--- src/rtl/sram_clear_pkg.sv ---
// Shared types for the SRAM clear/write front end.
package sram_clear_pkg;

    typedef enum logic {
        ST_IDLE  = 1'b0,
        ST_CLEAR = 1'b1
    } state_t;

endpackage

--- src/rtl/sram_clear_ctrl.sv ---
// Write-port owner for a non-resettable SRAM: sweeps the array to INIT_VALUE
// after reset or on flush, and otherwise forwards functional writes one cycle late.
module sram_clear_ctrl
    import sram_clear_pkg::*;
#(
    parameter int unsigned            SIZE           = 1024,
    parameter int unsigned            DATA_WIDTH     = 8,
    parameter logic [DATA_WIDTH-1:0]  INIT_VALUE     = '0,
    parameter bit                     CLEAR_ON_RESET = 1'b1
) (
    input  logic                      clk,
    input  logic                      rst,
    input  logic                      flush_req,
    input  logic                      fn_wr_valid,
    output logic                      fn_wr_ready,
    input  logic [$clog2(SIZE)-1:0]   fn_wr_addr,
    input  logic [DATA_WIDTH-1:0]     fn_wr_data,
    output logic                      mem_wr_en,
    output logic [$clog2(SIZE)-1:0]   mem_wr_addr,
    output logic [DATA_WIDTH-1:0]     mem_wr_data,
    output logic                      busy,
    output logic                      clear_done
);

    localparam int unsigned   AW       = $clog2(SIZE);
    localparam logic [AW-1:0] LAST_IDX = AW'(SIZE - 1);
    localparam state_t        RST_ST   = CLEAR_ON_RESET ? ST_CLEAR : ST_IDLE;

    state_t                  state_q, state_d;
    logic [AW-1:0]           cnt_q, cnt_d;
    logic                    fn_vld_q, fn_vld_d;
    logic [AW-1:0]           fn_addr_q, fn_addr_d;
    logic [DATA_WIDTH-1:0]   fn_data_q, fn_data_d;
    logic                    done_q, done_d;
    logic                    is_idle;
    logic                    fn_accept;

    assign is_idle   = (state_q == ST_IDLE);
    // Flush has priority over a write offered in the same cycle.
    assign fn_accept = is_idle & fn_wr_valid & ~flush_req;

    // Control state; rst is synchronous and overrides everything.
    always_ff @(posedge clk) begin
        if (rst) begin
            state_q  <= RST_ST;
            cnt_q    <= '0;
            fn_vld_q <= 1'b0;
            done_q   <= 1'b0;
        end else begin
            state_q  <= state_d;
            cnt_q    <= cnt_d;
            fn_vld_q <= fn_vld_d;
            done_q   <= done_d;
        end
    end

    // Forwarding payload carries no reset; it is qualified by fn_vld_q.
    always_ff @(posedge clk) begin
        fn_addr_q <= fn_addr_d;
        fn_data_q <= fn_data_d;
    end

    // Next-state: sweep ends on compare with the last index, never on wrap.
    always_comb begin
        state_d   = state_q;
        cnt_d     = cnt_q;
        fn_vld_d  = 1'b0;
        fn_addr_d = fn_addr_q;
        fn_data_d = fn_data_q;
        done_d    = 1'b0;
        case (state_q)
            ST_CLEAR: begin
                if (cnt_q == LAST_IDX) begin
                    state_d = ST_IDLE;
                    cnt_d   = '0;
                    done_d  = 1'b1;
                end else begin
                    cnt_d = cnt_q + AW'(1);
                end
            end
            default: begin
                if (fn_accept) begin
                    fn_vld_d  = 1'b1;
                    fn_addr_d = fn_wr_addr;
                    fn_data_d = fn_wr_data;
                end
                if (flush_req) begin
                    state_d = ST_CLEAR;
                    cnt_d   = '0;
                end
            end
        endcase
    end

    // Outputs derive from state; control strobes are masked while rst is high.
    assign fn_wr_ready = ~rst & is_idle & ~flush_req;
    assign busy        = ~rst & ~is_idle;
    assign clear_done  = ~rst & done_q;
    assign mem_wr_en   = ~rst & (is_idle ? fn_vld_q : 1'b1);
    assign mem_wr_addr = is_idle ? fn_addr_q : cnt_q;
    assign mem_wr_data = is_idle ? fn_data_q : INIT_VALUE;

endmodule
--- config.mk ---
export PLATFORM = sky130hd
export DESIGN_NAME = sram_clear_ctrl
export DESIGN_NICKNAME = d
export VERILOG_FILES = /design/src/rtl/sram_clear_pkg.sv /design/src/rtl/sram_clear_ctrl.sv
export SDC_FILE = /design/constraint.sdc
export NUM_CORES = 1
export LEC_CHECK = 0
export BUFFER_PORTS_ARGS = -buffer_cell sky130_fd_sc_hd__buf_2
export CORE_ASPECT_RATIO = 0.5
export CORE_UTILIZATION = 49
export DETAILED_ROUTE_END_ITERATION = 10
export PLACE_DENSITY_LB_ADDON = 0.15
export RECOVER_POWER = 50
export SLEW_MARGIN = 25
export SYNTH_ARGS = -nofsm -noshare
export SYNTH_HDL_FRONTEND = slang
export SYNTH_SLANG_ARGS = --single-unit
--- constraint.sdc ---
create_clock -name clk -period 2.7 [get_ports clk]
set_input_delay 0.405 -clock clk [delete_from_list [all_inputs] [get_ports clk]]
set_output_delay 0.405 -clock clk [all_outputs]
set_load 0.05 [all_outputs]
# Word level (Yosys, flattened, before mapping)
# Index checks and enable logic that the tools add are counted.
# Widths: inputs -> output; s select.
[op_classes] n_addsub=1 eq_ne=1 mux=11 bitwise=10 n_reduce_logical=4
[op_table] op="$mux 10" n=4
[op_table] op="$add 10x1->10 const B" n=1
[op_table] op="$eq 10x10->1 const B" n=1
[op_table] op="$mux 8" n=1
[op_table] op="$and 1x1->1" n=7
[op_table] op="$mux 1" n=6
[op_table] op="$reduce_or 2->1" n=2
[op_table] op="$not 1->1" n=3
[op_table] op="$reduce_and 2->1" n=1
[op_table] op="$reduce_bool 2->1" n=1
[totals] reg_bits=31 input_bits=22 output_inout_bits=22 word_cells=33

# Longest topological paths before layout
# Gate-level depths: netlist of run 1.
[logic_depth] depth_word=4 depth_mapped=6 mapped_depth_nobuf=5

# Worst setup path after synthesis of run 1
# OpenSTA, ideal clock, no wires.
[synth_timing] path_type="register to register" startpoint="register state_q" endpoint="register fn_addr_q[0], enable pin" setup_ns=0.421 arrival_time_ns=1.857 t_required_ns=2.279 slack_ns=0.422 path_stages_with_launch=3 n_path_buf=1 period_less_slack_ns=2.278 cell_sequence="dfxtp_1 -> clkbuf_2 -> nor3b_1"
[synth_between] elab_chain_len=4
[synth_rtl] item="start, declared" line_no="sram_clear_ctrl.sv:29" rtl="state_t state_q, state_d;"
[synth_rtl] item="start signal, assigned" line_no="sram_clear_ctrl.sv:50" rtl="state_q <= state_d;"
[synth_rtl] item="$not 1->1 (no source line) (*)"
[synth_rtl] item="$and 1x1->1 (2 in series)" line_no="sram_clear_ctrl.sv:40" rtl="assign fn_accept = is_idle & fn_wr_valid & ~flush_req;"
[synth_rtl] item="$reduce_and 2->1 (no source line) (*)"
[synth_rtl] item="end signal, assigned" line_no="sram_clear_ctrl.sv:59" rtl="fn_addr_q <= fn_addr_d;"
[synth_rtl] item="end, declared" line_no="sram_clear_ctrl.sv:32" rtl="logic [AW-1:0] fn_addr_q, fn_addr_d;"
# Every way passes the cells marked *; elsewhere a longest branch is shown, timed or not.
# A chain may end at the register's enable or synchronous reset.

# Worst setup path after layout of run 1
[layout_timing] startpoint="register state_q" endpoint="output port busy"
[layout_between] elab_chain_len=1
[layout_rtl] item="$and 1x1->1" line_no="sram_clear_ctrl.sv:97" rtl="assign busy = ~rst & ~is_idle;"
[layout_rtl] item="end, declared" line_no="sram_clear_ctrl.sv:21" rtl="output logic busy,"
# Every way passes these cells.

==> results.md, run 1 <==
- Detailed Routing Iterations Pass 1: 4
- Root Driver: clkbuf_8
- Largest family of logic cells by synthesized area: simple AND/OR/NAND/NOR gates
- Pwr/cell area: 650 nW/um^2
- Synth cell types: 29
- Largest stage delay on the critical path: between 0.4 and 0.5 ns
- Class of the worst hold path: in -> reg
- Row count: 12
- Top-level port count: 44
- Slowest stage cell, crit path: clkbuf_2
- Worst EP required: between 2 and 2.5 ns
- Share of cells above drive strength 1: between 40% and 50%
- Antenna Nets Post-Route: 0
- Starting DRT DRC Count: 31
- Syn nets: between 100 and 150
- Status: completed
- Worst-Margin Slew: ~0.98 ns
- Via Count: a little under 1000
- Worst-path clk slew: 0.06 ns
- Peak supply drop: about 0.45 mV
- Dpl ws: approximately 1.1 ns
- Global Route Usage Sum: roughly a fifth
- Period utilization: between 70% and 80%
- Final RePlAce weighted congestion: roughly 0.8
- Xor and xnor area share after synthesis: ~1.3%
- #FFs+latches synth: 31
- Largest net degree at the start of global routing: 26
- Hold Violations, Final: 0
- Total Power: 1.10 mW
- Post-DR vias/cell: about 5
- Pins over their slew limit: 0
- Slew HR: between 30% and 40%
- # resized after CTS: 0
- Cts hold-fix bufs: 0
- Cell Area, Synth: ~1300 um^2
- Vias in the first global route: between 900 and 1000
- Final setup fails: 0
- Simple-gate portion of the synthesized area: 17.6%
- CP Cell Sequence: clkbuf_2 -> nand2b_1 -> inv_1 -> buf_2
- CTS Buf Count: 5
- Layout area overhead: 28.8%
- LEAKAGE: between 0.7 and 0.8 nW
- DP Wirelength: approximately 1800 um
- Register area share after synthesis: about three fifths
- Diode count: 0
- Maximum clock rate: between 400 and 500 MHz
- Initial Util: 55.3%
- Mux cell area share after synthesis: approximately 8.6%
- Core ar.: between 2000 and 2500 um^2
- CTS Buffer Depth: 2
- Max-cap violations: 0
- Type of origin of the critical path: register
- Die ar.: ~2900 um^2
- TritonCTS clock tree: yes
- CTS H-tree lvls: 2
- Avg Cell Area, Syn: about 12 um^2
- R2R setup slack: roughly 0.66 ns
- Gate Count Post-Synth: between 100 and 150
- Die height: around 39 um
- Final Util: between 70% and 80%
- Wire per inst: between 10 and 15 um
- Overflow after GRT: 0
- Final #Nets: approximately 180
- Post-Route Setup TNS: 0 ns
- Fin Clk Skew: between 0.003 and 0.004 ns
- RSZ-0062 raised after global routing: no
- Post-CTS setup buffer count: 0
- WL final: about 2500 um
- Post-route DRC: 0
- Adder-cell share of the synthesized area: less than 1%
- Worst-path maximum fanout: 25
- Arrival time worst endpoint: roughly 1.7 ns
- Worst setup EP type: output pin
- Crit Path Class: reg -> out
- Minimum clock period: approximately 2.1 ns
- DIE WIDTH: around 75 um
- First-pass GRT wire length: approximately 3900 um
- Fin worst setup slack: about 0.56 ns
- Port Buf Inserts: 43
- Worst-skew pair later-pin latency: around 0.28 ns
- Antenna violations before repair: 0
- CTS sink count: 31
- Ys Warns: 0
- Post-synthesis compound-gate area fraction: 7.35%
-- synth_stat cells, drive strengths merged --
library cell  number  share of area [%]
dfxtp             13                 20
nor3               2               0.76
a21oi              3                1.1
inv                3               0.86
xor2               2                1.3
nor2               6                1.7
nand2b             1               0.48
nand2              9                2.6
nand3              5                2.3
nor2b             10                4.8
and4               2                1.5
a41oi              1                1.2
buf                3                1.6
or3                2               0.95
mux2              10                8.6
ha                 1               0.95
nor3b              1               0.57
clkbuf             2               0.67
o21ai             10                3.8
and3               1               0.48
a31oi              1               0.48
a22o               1               0.67
edfxtp            18                 41
nand4              3                1.4
-- critical path, delay by kind of cell, from the launching register on --
kind / cells / cell delay, ns
buffers and inverters: 3 / 0.86
DFF: 1 / 0.31
and+or+nand+nor: 1 / 0.28
-- metrics by stage --
stage / std cells / instance area [um^2] / hold slack [ns]
global route: 194 / 1690 / 0.284
finish: 194 / 1690 / 0.299
global placement: 186 / 1570 / 0.510
CTS: 194 / 1700 / 0.289
floorplan: 110 / 1310 / 0.474
detailed placement: 186 / 1570 / 0.511
-- cell usage in the layout, fill, tap and decap left out, drive strengths merged, types with 5 or more instances in the layout --
master / instances
buf: 44
clkbuf: 8
dfxtp: 13
edfxtp: 18
mux2: 10
nand2: 9
nand3: 5
nor2: 6
nor2b: 10
o21ai: 10
-- worst paths after layout --
check | from | to | depth (start not counted)
worst max register to register | state_q$_SDFF_PP1_ | fn_addr_q[6]$_DFFE_PP_ | 3
worst max-delay path | state_q$_SDFF_PP1_ | busy | 4
worst min register to register | cnt_q[3]$_SDFFE_PP0P_ | cnt_q[3]$_SDFFE_PP0P_ | 2
worst min-delay path | fn_wr_data[3] | fn_data_q[3]$_DFFE_PP_ | 1
-- layer usage --
layer | vias up | global-route usage, % | wire (um)
met2 | 31 | 32.0 | 1060
met1 | 443 | 23.7 | 1220
met5 | - | 0 | 0
met3 | 3 | 9.90 | 198
li1 | 493 | - | -
met4 | 0 | 8.33 | 17
-- registers in the layout, summed over array words and instances (netlist names) --
signal,cells
fn_addr_q,10
state_q,1
fn_data_q,8
fn_vld_q,1
done_q,1
cnt_q,10
-- cell type report --
type | instances | area (um^2)
Clock buffer | 6 | 72.6
Clock inverter | 2 | 60.1
Fill cell | 188 | 683
Inverter | 3 | 11.3
Multi-Input combinational cell | 71 | 469
Sequential cell | 31 | 801
Tap cell | 35 | 43.8
Timing Repair Buffer | 46 | 231
-- report_power, final --
| group | switching, mW | leakage [nW] | internal [mW] | total (mW) |
|---|---|---|---|---|
| Clock | 0.165 | 0.0654 | 0.369 | 0.534 |
| Combinational | 0.0336 | 0.379 | 0.0218 | 0.0554 |
| Sequential | 0.00485 | 0.267 | 0.503 | 0.508 |
-- logic make-up (layout without fill, tap and decap cells) --
logic type,count (synthesis),count (layout)
AO/OA/AOI/OAI,16,16
XOR/XNOR,2,2
adder cells (fa/ha/maj),1,1
buffers and inverters,8,57
flip-flops,31,31
multiplexers,10,10
AND/OR/NAND/NOR,42,42
Note: power is estimated with default switching activity, not from simulation.
==> run 2: changes to the inputs <==
==> constraint.sdc (replaced) <==
create_clock -name clk -period 2 [get_ports clk]
set_input_delay 0.3 -clock clk [delete_from_list [all_inputs] [get_ports clk]]
set_output_delay 0.3 -clock clk [all_outputs]
set_load 0.05 [all_outputs]
==> results.md, run 2 (synthesis gave the netlist of run 1 again) <==
- Status: completed
- Antenna Nets Post-Route: 0
- Fin Clk Skew: 0.00964 ns
- Reg2Reg Launch Point: cnt_q[1]$_SDFFE_PP0P_
- Class of the worst hold path: in -> reg
- CTS Buf Count: 5
- Worst setup EP type: output pin
- Worst-path maximum fanout: 14
- Pwr/cell area: roughly 820 nW/um^2
- Post-DR vias/cell: 5.06
- Period utilization: between 90% and 100%
- WL final: around 2600 um
- Row count: 12
- Post-CTS setup buffer count: 0
- Core ar.: between 2000 and 2500 um^2
- Peak supply drop: between 0.4 and 0.5 mV
- Post-Place Cell Area: about 1600 um^2
- Arrival time worst endpoint: 1.57 ns
- Pins over their slew limit: 0
- Post-Route Setup TNS: 0 ns
- Hold path depth: 1
- Hold Path End: fn_data_q[6]$_DFFE_PP_
- Setup crit start: state_q$_SDFF_PP1_
- Wire per inst: 13.5 um
- Die ar.: slightly below 3000 um^2
- Type of origin of the critical path: register
- Port Buf Inserts: 43
- Final RePlAce weighted congestion: ~0.77
- Hold WS: around 0.19 ns
- Minimum clock period: between 1.5 and 2 ns
- Overflow after GRT: 0
- Max-cap violations: 0
- CTS H-tree lvls: 2
- Starting DRT DRC Count: 33
- DIE WIDTH: approximately 75 um
- Worst EP required: approximately 1.7 ns
- Post-route DRC: 0
- Largest net degree at the start of global routing: 20
- Initial Util: 55.3%
- HP Start: fn_wr_data[6]
- TritonCTS clock tree: yes
- Hold Violations, Final: 0
- Detailed Routing Iterations Pass 1: 4
- RR Endpoint: cnt_q[6]$_SDFFE_PP0P_
- First-pass GRT wire length: between 4000 and 5000 um
- RSZ-0062 raised after global routing: no
- Antenna violations before repair: 0
- Most frequent cells in the layout: buf_2, edfxtp_1, dfxtp_1
- Slew HR: around three fifths
- Via Count: 986
- CTS Buffer Depth: 2
- Non-Filler Cell Area, Final: approximately 1700 um^2
- Share of cells above drive strength 1: between 40% and 50%
- Crit Path Class: reg -> out
- Cts hold-fix bufs: 0
- Global Route Usage Sum: a little over a fifth
- # resized after CTS: 0
- R2R setup slack: roughly 0.40 ns
- Worst-Margin Slew: 0.595 ns
- Root Driver: clkbuf_8
- Fill cells: 188
- Worst-skew pair later-pin latency: about 0.28 ns
- Layout area overhead: 28.1%
- DP Wirelength: between 1500 and 2000 um
- CTS sink count: 31
- Worst-path clk slew: 0.07 ns
- Top flop regs: cnt_q: 10 flops, fn_addr_q: 10 flops, fn_data_q: 8 flops
- Maximum clock rate: about 530 MHz
- Final #Nets: roughly 180
- Worst r2r path cells: 5
- Diode count: 0
- Vias in the first global route: between 800 and 900
- LEAKAGE: 0.708 nW
- Top-level port count: 44
- Die height: 38.6 um
- Final setup fails: 0
- Most common cell after layout, fill and taps aside: buf_2
==> run 2: cell type report <==
cell class	count	area, um^2	area share (%)
well taps	35	43.8	2.61
multi-input cells	71	469	27.9
clock buffers	5	68.8	4.10
flip-flops and latches	31	801	47.7
clock inverters	3	43.8	2.61
repair buffers	47	241	14.4
inverters	3	11.3	0.671
==> run 2: per-layer routing <==
metal  track usage [%]  up-vias  part of all wire (%)
li1                  -      493                     -
met1              27.7      463                    51
met2              30.9       27                    43
met3              9.64        3                   5.6
met4              6.94        0                  0.68
met5                 0        -                     0
==> run 2: metrics by stage <==
step,power (mW),util (%),instances,setup slack [ns]
after floorplan,0.742,-,110,0.255
after global placement,0.775,66.4,187,0.464
after detailed placement,0.776,66.4,187,0.431
after CTS,1.39,71.1,195,0.127
after global routing,1.42,70.8,195,0.0621
final,1.38,70.8,195,0.129
==> run 2: worst max-delay path by stage <==
stage | endpoint | slack, ns
6_report | mem_wr_addr[4] | 0.13
2_1_floorplan | mem_wr_en | 0.25
4_1_cts | mem_wr_addr[4] | 0.13
5_1_grt | mem_wr_addr[4] | 0.06
3_5_place_dp | cnt_q[6]$_SDFFE_PP0P_ | 0.43
3_3_place_gp | mem_wr_addr[5] | 0.46
==> run 2: where the power goes <==
| group | leakage [nW] | switching [mW] | internal (mW) | total [mW] |
|---|---|---|---|---|
| clock network | 0.0581 | 0.243 | 0.370 | 0.614 |
| logic | 0.383 | 0.0463 | 0.0296 | 0.0759 |
| registers | 0.267 | 0.00741 | 0.679 | 0.686 |
| total | 0.708 | 0.297 | 1.08 | 1.38 |
==> run 2: worst max-delay path: stages, from the launching register on <==
cell and delay (ns):
dfxtp_1 0.47, buf_4 0.26, mux2_2 0.35, buf_2 0.21
==> run 3: changes to the inputs <==
--- a/config.mk
+++ b/config.mk
@@ -7,7 +7,7 @@
 export LEC_CHECK = 0
 export BUFFER_PORTS_ARGS = -buffer_cell sky130_fd_sc_hd__buf_2
 export CORE_ASPECT_RATIO = 0.5
-export CORE_UTILIZATION = 49
+export CORE_UTILIZATION = 50
 export DETAILED_ROUTE_END_ITERATION = 10
 export PLACE_DENSITY_LB_ADDON = 0.15
 export RECOVER_POWER = 50
==> constraint.sdc (replaced) <==
create_clock -name clk -period 2.3 [get_ports clk]
set_input_delay 0.345 -clock clk [delete_from_list [all_inputs] [get_ports clk]]
set_output_delay 0.345 -clock clk [all_outputs]
set_load 0.05 [all_outputs]
==> results.md, run 3 (synthesis gave the netlist of run 1 again) <==
- Final RePlAce weighted congestion: approximately 0.73
- Antenna Nets Post-Route: 0
- Overflow after GRT: 0
- Die ar.: 2840 um^2
- Global Route Usage Sum: between 20% and 30%
- RSZ-0062 raised after global routing: no
- Initial Util: between 50% and 60%
- Post-CTS setup buffer count: 0
- Worst-skew pair later-pin latency: around 0.27 ns
- Top-level port count: 44
- First-pass GRT wire length: 3930 um
- Clock power share: 43.4%
- Period utilization: around 89%
- Most common cell after layout, fill and taps aside: buf_2
- Final setup fails: 0
- WL final: 2550 um
- Fin Clk Skew: between 0.004 and 0.005 ns
- Die height: 38.2 um
- Minimum clock period: 2.05 ns
- Cts hold-fix bufs: 0
- CTS sink count: 31
- CTS H-tree lvls: 2
- Port Buf Inserts: 43
- Diode count: 0
- Detailed Routing Iterations Pass 1: 4
- Layout area overhead: 27.1%
- Slew HR: just over 60%
- # resized after CTS: 0
- Root Driver: clkbuf_8
- Worst setup EP type: output pin
- Gate power share: under 10%
- Final #Nets: approximately 180
- Sequential power share: 51.0%
- Pins over their slew limit: 0
- TritonCTS clock tree: yes
- NetSw: 0.237 mW
- Row count: 12
- LEAKAGE: between 0.7 and 0.8 nW
- Worst EP required: 1.96 ns
- Peak supply drop: around 0.38 mV
- Largest net degree at the start of global routing: 20
- Worst-path clk slew: ~0.06 ns
- Share of cells above drive strength 1: 40.9%
- DP Wirelength: roughly 1800 um
- Via Count: 965
- Antenna violations before repair: 0
- CTS Buf Count: 5
- Core ar.: ~2300 um^2
- Arrival time worst endpoint: about 1.7 ns
- Post-DR vias/cell: between 4 and 5
- Starting DRT DRC Count: 46
- Pwr/cell area: ~700 nW/um^2
- Fill cells: 171
- Hold Violations, Final: 0
- P_int: slightly above 0.9 mW
- Class of the worst hold path: in -> reg
- Cell count after placement: approximately 190
- Worst-path maximum fanout: 14
- CTS Buffer Depth: 2
- Top flop regs: cnt_q: 10 flops, fn_addr_q: 10 flops, fn_data_q: 8 flops
- DIE WIDTH: about 74 um
- Most frequent cells in the layout: buf_2, edfxtp_1, dfxtp_1
- Maximum clock rate: ~500 MHz
- Sw Ratio: between 20 and 25%
- Post-Route Setup TNS: 0 ns
- Worst-Margin Slew: 0.590 ns
- Status: completed
- Layout Cells excl Fill: about 190
- Max-cap violations: 0
- Post-route DRC: 0
- Crit Path Class: reg -> out
- Final Util: just over 70%
- Wire per inst: ~13 um
- Vias in the first global route: about 840
- Type of origin of the critical path: register
==> run 3: per-layer routing <==
metal  share of wire [%]  wire length, um  up-vias  GRT usage (%)
li1                    -                -      490              -
met1                  48             1220      432           27.1
met2                  43             1090       40           30.0
met3                 8.8              223        3           9.21
met4                0.55               14        0           7.08
met5                   0                0        -              0
==> run 3: worst paths after layout <==
| check | slack (ns) | endpoint | cells after the start | startpoint |
|---|---|---|---|---|
| max reg2reg | 0.62 | fn_data_q[4]$_DFFE_PP_ | 3 | state_q$_SDFF_PP1_ |
| min | 0.24 | fn_data_q[2]$_DFFE_PP_ | 1 | fn_wr_data[2] |
| max | 0.25 | mem_wr_addr[9] | 3 | state_q$_SDFF_PP1_ |
| min reg2reg | 0.53 | cnt_q[2]$_SDFFE_PP0P_ | 1 | cnt_q[2]$_SDFFE_PP0P_ |
==> run 3: final cells by class <==
class | count | area [um^2] | share of cell area [%]
Sequential cell | 31 | 801 | 48.0
Timing Repair Buffer | 46 | 234 | 14.0
Clock inverter | 3 | 38.8 | 2.33
Clock buffer | 5 | 68.8 | 4.13
Tap cell | 35 | 43.8 | 2.63
Multi-Input combinational cell | 71 | 469 | 28.2
Inverter | 3 | 11.3 | 0.676
==> run 3: power groups by stage <==
stage               combinational [mW]  clock [mW]  sequential, mW
finish                          0.0658       0.507           0.596
global route                    0.0711       0.542           0.597
CTS                             0.0665       0.518           0.596
detailed placement              0.0653           0           0.608
global placement                0.0641           0           0.608
floorplan                       0.0388           0           0.606
==> run 3: stage by stage <==
step | setup slack [ns] | hold WS [ns] | instance area [um^2] | power, mW
floorplan | 0.0218 | 0.417 | 1310 | 0.645
global placement | 0.584 | 0.511 | 1570 | 0.672
detailed placement | 0.547 | 0.523 | 1570 | 0.674
CTS | 0.237 | 0.230 | 1680 | 1.18
global route | 0.168 | 0.228 | 1670 | 1.21
finish | 0.250 | 0.240 | 1670 | 1.17
==> run 3: worst max-delay path, cell delays in order, from the launching register on <==
cell     delay (ns)
dfxtp_1        0.58
buf_4          0.29
mux2_2         0.35
buf_2          0.21
